### config.mk
export PLATFORM = sky130hd
export DESIGN_NAME = bin_to_bcd_module_flat
export DESIGN_NICKNAME = d
export VERILOG_FILES = /design/src/rtl/kpn_codec_pkg.sv /design/src/rtl/bin_to_bcd_module_if.sv /design/src/rtl/bcd_add3_digit.sv /design/src/rtl/bin_to_bcd_module.sv /design/src/flat_wrapper.sv
export SDC_FILE = /design/constraint.sdc
export NUM_CORES = 1
export LEC_CHECK = 0
export ABC_AREA = 1
export CORE_MARGIN = 2
export CORE_UTILIZATION = 39
export DETAILED_ROUTE_END_ITERATION = 16
export SLEW_MARGIN = 15
export SYNTH_ARGS = -nofsm -noshare
export SYNTH_HDL_FRONTEND = slang
export SYNTH_SLANG_ARGS = --single-unit
### constraint.sdc
create_clock -name clk -period 1.7 [get_ports clk]
set_clock_uncertainty 0.1 [all_clocks]
set_input_delay 0.34 -clock clk [delete_from_list [all_inputs] [get_ports clk]]
set_output_delay 0.34 -clock clk [all_outputs]
set_load 0.05 [all_outputs]
### src/rtl/kpn_codec_pkg.sv
// Shared types and sizing constants for the binary-to-BCD converter.
package kpn_codec_pkg;

  typedef enum logic [1:0] {
    IDLE = 2'd0,
    CONV = 2'd1,
    DONE = 2'd2
  } state_t;

  localparam int BCD_DIGITS = 5;
  localparam int OUT_DIGITS = 4;
  localparam int ITERATIONS = 16;

endpackage

### src/rtl/bin_to_bcd_module_if.sv
// Handshake and result bundle between the subtractor stage and the BCD converter.
interface bin_to_bcd_module_if;
  logic [15:0] entry_1;
  logic        wr_in;
  logic        rd;
  logic [15:0] output_1;
  logic        sign_1;
  logic        ovf_1;
  logic        wr;

  modport master (
    output entry_1, wr_in,
    input  rd, output_1, sign_1, ovf_1, wr
  );

  modport slave (
    input  entry_1, wr_in,
    output rd, output_1, sign_1, ovf_1, wr
  );
endinterface

### src/rtl/bcd_add3_digit.sv
// Double-dabble digit adjust: a BCD digit of 5 or more gets 3 added before the shift.
module bcd_add3_digit (
  input  logic [3:0] digit_in,
  output logic [3:0] digit_out
);

  // Adjust one digit so the following left shift carries correctly into the next digit.
  always_comb begin
    if (digit_in >= 4'd5) begin
      digit_out = digit_in + 4'd3;
    end else begin
      digit_out = digit_in;
    end
  end

endmodule

### src/rtl/bin_to_bcd_module.sv
// Sequential 16-bit binary to 4-digit BCD converter (double dabble, 18 cycles per word).
// Define BIN_TO_BCD_SIGNED_EN to treat entry_1 as two's complement and report the sign.
module bin_to_bcd_module
  import kpn_codec_pkg::*;
#(
  parameter logic [15:0] SAT_CODE = 16'h9999
) (
  input  logic                clk,
  input  logic                rst_n,
  bin_to_bcd_module_if.slave  bus
);

  state_t      state_q, state_d;
  logic [4:0]  cnt_q, cnt_d;
  logic [15:0] bin_q, bin_d;
  logic [19:0] bcd_q, bcd_d;
  logic [15:0] out_q, out_d;
  logic        ovf_q, ovf_d;
  logic        wr_q, wr_d;
  logic [19:0] bcd_adj_s;
  logic [15:0] mag_s;

  for (genvar g = 0; g < BCD_DIGITS; g++) begin : g_digit
    bcd_add3_digit u_add3 (
      .digit_in  (bcd_q[4*g +: 4]),
      .digit_out (bcd_adj_s[4*g +: 4])
    );
  end

`ifdef BIN_TO_BCD_SIGNED_EN
  logic sign_cap_q, sign_cap_d, sign_q, sign_d;

  // Two's complement magnitude; 16'h8000 maps to 32768, which later saturates.
  always_comb begin
    if (bus.entry_1[15]) begin
      mag_s = 16'd0 - bus.entry_1;
    end else begin
      mag_s = bus.entry_1;
    end
  end

  // Sign is captured with the word and published alongside the BCD result.
  always_comb begin
    sign_cap_d = sign_cap_q;
    sign_d     = sign_q;
    if (state_q == IDLE && bus.wr_in) begin
      sign_cap_d = bus.entry_1[15];
    end else if (state_q == DONE) begin
      sign_d = sign_cap_q;
    end else begin
      sign_d = sign_q;
    end
  end

  // Sign registers.
  always_ff @(posedge clk or negedge rst_n) begin
    if (!rst_n) begin
      sign_cap_q <= 1'b0;
      sign_q     <= 1'b0;
    end else begin
      sign_cap_q <= sign_cap_d;
      sign_q     <= sign_d;
    end
  end

  assign bus.sign_1 = sign_q;
`else
  assign mag_s      = bus.entry_1;
  assign bus.sign_1 = 1'b0;
`endif

  // FSM next state, datapath and result update.
  always_comb begin
    state_d = state_q;
    cnt_d   = cnt_q;
    bin_d   = bin_q;
    bcd_d   = bcd_q;
    out_d   = out_q;
    ovf_d   = ovf_q;
    wr_d    = 1'b0;
    case (state_q)
      IDLE: begin
        if (bus.wr_in) begin
          bin_d   = mag_s;
          bcd_d   = 20'd0;
          cnt_d   = 5'd0;
          state_d = CONV;
        end else begin
          state_d = IDLE;
        end
      end
      CONV: begin
        {bcd_d, bin_d} = {bcd_adj_s, bin_q} << 6'd1;
        cnt_d          = cnt_q + 5'd1;
        if (cnt_q == 5'(ITERATIONS - 1)) begin
          state_d = DONE;
        end else begin
          state_d = CONV;
        end
      end
      DONE: begin
        wr_d    = 1'b1;
        state_d = IDLE;
        // Any ten-thousands digit means the value cannot be shown in four digits.
        if (bcd_q[BCD_DIGITS*4-1 : OUT_DIGITS*4] != 4'd0) begin
          out_d = SAT_CODE;
          ovf_d = 1'b1;
        end else begin
          out_d = bcd_q[OUT_DIGITS*4-1 : 0];
          ovf_d = 1'b0;
        end
      end
      default: begin
        state_d = IDLE;
      end
    endcase
  end

  // State, scratch and output registers.
  always_ff @(posedge clk or negedge rst_n) begin
    if (!rst_n) begin
      state_q <= IDLE;
      cnt_q   <= 5'd0;
      bin_q   <= 16'd0;
      bcd_q   <= 20'd0;
      out_q   <= 16'd0;
      ovf_q   <= 1'b0;
      wr_q    <= 1'b0;
    end else begin
      state_q <= state_d;
      cnt_q   <= cnt_d;
      bin_q   <= bin_d;
      bcd_q   <= bcd_d;
      out_q   <= out_d;
      ovf_q   <= ovf_d;
      wr_q    <= wr_d;
    end
  end

  assign bus.rd       = (state_q == IDLE);
  assign bus.output_1 = out_q;
  assign bus.ovf_1    = ovf_q;
  assign bus.wr       = wr_q;

endmodule

### src/flat_wrapper.sv
// flat-port wrapper written by rule: the top's interface ports become plain ports
module bin_to_bcd_module_flat import kpn_codec_pkg::*;
#(
  parameter logic [15:0] SAT_CODE = 16'h9999
)
  (clk, rst_n, bus_entry_1, bus_wr_in, bus_rd, bus_output_1, bus_sign_1, bus_ovf_1, bus_wr);
  bin_to_bcd_module_if bus_i ();
  input  logic clk;
  input  logic rst_n;
  input wire logic [$bits(bus_i.entry_1)-1:0] bus_entry_1;
  input wire logic [$bits(bus_i.wr_in)-1:0] bus_wr_in;
  output wire logic [$bits(bus_i.rd)-1:0] bus_rd;
  output wire logic [$bits(bus_i.output_1)-1:0] bus_output_1;
  output wire logic [$bits(bus_i.sign_1)-1:0] bus_sign_1;
  output wire logic [$bits(bus_i.ovf_1)-1:0] bus_ovf_1;
  output wire logic [$bits(bus_i.wr)-1:0] bus_wr;
  assign bus_i.entry_1 = bus_entry_1;
  assign bus_i.wr_in = bus_wr_in;
  assign bus_rd = bus_i.rd;
  assign bus_output_1 = bus_i.output_1;
  assign bus_sign_1 = bus_i.sign_1;
  assign bus_ovf_1 = bus_i.ovf_1;
  assign bus_wr = bus_i.wr;
  bin_to_bcd_module #(.SAT_CODE(SAT_CODE)) u_core (.clk(clk), .rst_n(rst_n), .bus(bus_i));
endmodule
==> implementation parameters <==
Parameter                              Value

Outcome
  Outcome ... complete, no violations

Power
  Total leakage power ... 0.001929 uW
  IR Drop Worst-Case VDD ... 0.8565 mV
  PwrDens ... 1757 mW/mm2

Final layout
  Total area of multi-input combinational cells ... 0.001343 mm2
  Net count, final ... 457
  Synthesis-to-layout area growth ... 26.34%
  Commonest non-fill, non-tap cells in the layout ... nand2_1 (124), dfrtp_1 (61), inv_1 (46), o21ai_0 (32), nand3_1 (24)
  Footprint of the flip-flops and latches ... 0.001526 mm2
  Number of antenna diodes ... 0
  Fraction of final layout cells sized beyond drive strength 1 ... 14.05%
  Count of filler cells inserted in the layout ... 745
  Commonest non-fill, non-tap cell in the layout ... nand2_1

STA
  Highest clock frequency the design can meet ... 622.1 MHz
  Setup repair after global routing missed its margin ... no
  Setup TNS ... 0 ns
  Final Cycle Share ... 94.55%
  Number of hold-slack violations in the final timing report ... 0
  Final number of max-transition violations ... 0
  Post-layout min period ... 1.607 ns
  Worst hold slack after final layout ... 0.3849 ns
  Setup violation total in the final timing report ... 0

Synthesis
  Number of distinct library cell variants in the gate-level netlist after synthesis ... 25
  Number of nets in the synthesized netlist ... 412
  Average cell area after synthesis ... 8.251 um2
  Synth Instances ... 380
  Number of synthesized register bits ... 61
  Share of the yosys chip area belonging to registers ... 48.68%
  Synth top area cells ... dfrtp_1 (49%), nand2_1 (15%), inv_1 (5.5%)
  Area share of the largest cell type after synthesis ... 48.68%
  Cell type with the largest total area after synthesis ... dfrtp_1
  Synth warnings ... 0
  Netlist area before placement ... 0.003136 mm2

Routing
  Remaining antenna violation count after routing ... 0
  Residual DRC count ... 0
  Routed WL per cell ... 11.48 um
  Number of vias after detailed routing ... 2,550
  Max Used Layer ... met4
  Iteration count of the initial detailed-routing pass ... 4
  Vias per Instance ... 4.820
  Total met3 wirelength after detailed routing ... 195 um
  Length of routed met2 wiring ... 2741 um
  Final WL ... 6075 um
  Met1 layer wirelength in the final routing ... 2997 um
  DRT iter0 DRCs ... 119

Die
  Cell Rows ... 32
  Starting Density ... 40.37%
  Die H ... 93.67 um
  Area of the die ... 0.008773 mm2
  I/O pin cnt ... 39
  Floorplan Core Area ... 0.007767 mm2
  Die extent in x ... 93.67 um

Setup path
  Required @ worst endpoint ... 1.26 ns
  Endpoint class of the critical path ... output port
  Critical path startpoint ... u_core.state_q[0]
  Kind of cell adding the most delay to the critical path ... flip-flops
  Number of gates on the worst path with buffers counted ... 2
  Slowest cell on the critical path ... dfrtp_1
  Critical path peak fanout ... 5
  Worst Reg-to-Reg Cells ... 4
  Slowest cell delay on critical path ... 0.49 ns
  Timing endpoint of the critical path ... bus_rd
  Slack of the worst reg-to-reg path ... 0.23 ns
  Worst Path Arrival ... 1.17 ns
  Number of buffer and inverter instances along the worst setup path ... 1
  CP Class ... flip-flop to output port
  Reg2reg start ... u_core.state_q[0]
  Worst Setup Start Kind ... flip-flop
  Series of cell instances along the critical path ... nor2_4 -> buf_12
  RR Endpoint ... u_core.bus.output_1[11]

Clock tree
  Post-CTS setup buffers ... 0
  Maximum number of buffers from clock root to sink ... 2
  H-Tree Depth ... 3
  Clock tree root driver cell ... clkbuf_8
  Clock sink count ... 61
  Clock latency at the later pin of the worst-skew pair ... 0.34 ns
  Clock tree from TritonCTS ... built
  Clock-pin slew of the registers on the worst-case setup and hold paths ... 0.06 ns
  Total CTS buffers ... 9

Flow run
  Max capacitance violation total ... 0

Global routing
  Number of antenna violations at the first check in global routing ... 0
  Tot GR Track Use ... 15.52%
  Via count of the first global-routing pass ... 2,412
  Pin count of the biggest net entering global routing ... 62
  First-pass GRT wire length ... 10,760 um
  Grt ovf ... 0

Placed design
  Number of I/O port buffers ... 37
  Post-DP HPWL ... 4079 um
  Weighted congestion at the end of routability-driven global placement ... 0.7924

Worst hold path
  Worst min path class ... flip-flop to flip-flop
final cells by class:
class / instances / share of cell area, %
clock inverter: 3 / 0.3790
multi-input combinational: 256 / 33.89
inverter: 49 / 4.643
clock buffer: 10 / 3.474
sequential: 61 / 38.53
tap: 102 / 3.222
timing repair buffer: 48 / 15.86
per-layer routing:
layer | vias up | track usage (%)
li1 | 1319 | -
met1 | 1173 | 19.98
met2 | 45 | 25.18
met3 | 13 | 2.488
met4 | 0 | 8.213
met5 | - | 0
synth_stat cells (all sizes together):
| master | instances |
|---|---|
| nor2 | 9 |
| nand2 | 125 |
| a21oi | 4 |
| a22o | 1 |
| o21bai | 4 |
| conb | 1 |
| nand4 | 11 |
| buf | 13 |
| clkbuf | 1 |
| ha | 13 |
| o211ai | 5 |
| nand3 | 24 |
| o22ai | 6 |
| inv | 49 |
| dfrtp | 61 |
| a31oi | 3 |
| o21ai | 50 |
worst min-delay path by stage:
stage	startpoint	end	slack [ns]	depth (start not counted)
2_1_floorplan	rst_n	u_core.bcd_q[0]	-0.06	0
3_3_place_gp	rst_n	u_core.bus.wr	0.28	2
3_5_place_dp	rst_n	u_core.bus.wr	0.28	2
4_1_cts	u_core.bcd_q[17]	u_core.bcd_q[17]	0.39	2
5_1_grt	u_core.bcd_q[17]	u_core.bcd_q[17]	0.41	2
6_report	u_core.bcd_q[17]	u_core.bcd_q[17]	0.38	2
through the flow:
| stage | util, % | power, uW | area (um2) | worst slack, ns | cells |
|---|---|---|---|---|---|
| 2_1_floorplan | - | 4898 | 3136 | 0.06871 | 380 |
| 3_3_place_gp | 48.81 | 5830 | 3791 | 0.1156 | 515 |
| 3_5_place_dp | 48.81 | 5922 | 3791 | 0.1030 | 515 |
| 4_1_cts | 50.93 | 7023 | 3956 | 0.01202 | 529 |
| 5_1_grt | 51.00 | 7639 | 3961 | 0.03084 | 529 |
| 6_report | 51.00 | 6960 | 3961 | 0.09265 | 529 |
report_power, final:
| part | internal, uW | switching, uW |
|---|---|---|
| logic | 1380 | 2030 |
| registers | 2020 | 458 |
| clock network | 536 | 536 |
| total | 3930 | 3030 |
timing repair:
action,4_1_cts,5_1_grt
endpoints found under the hold margin,61,0
resized for setup,1,1
endpoints found under the setup margin,1,1
hold buffers,1,0
tightest hold or removal path, stage by stage (launching register included):
cell     delay (ns)
dfrtp_1        0.34
nand2_1        0.06
nand2_1        0.06
logic make-up after synthesis:
group,Yosys count,synth area share (%)
simple gates,169,22.39
compound gates,73,14.88
buf+inv,63,8.739
flops,61,48.68
fa+ha+maj,13,5.188
other cells,1,0.1196
registers in the layout (all words and copies together) (netlist names):
name and cells:
u_core.bcd_q 20, u_core.bin_q 16, u_core.bus.output_1 16, u_core.cnt_q 5, u_core.state_q 2, u_core.bus.ovf_1 1
u_core.bus.wr 1
No activity file was read; power rests on OpenSTA's default activity.
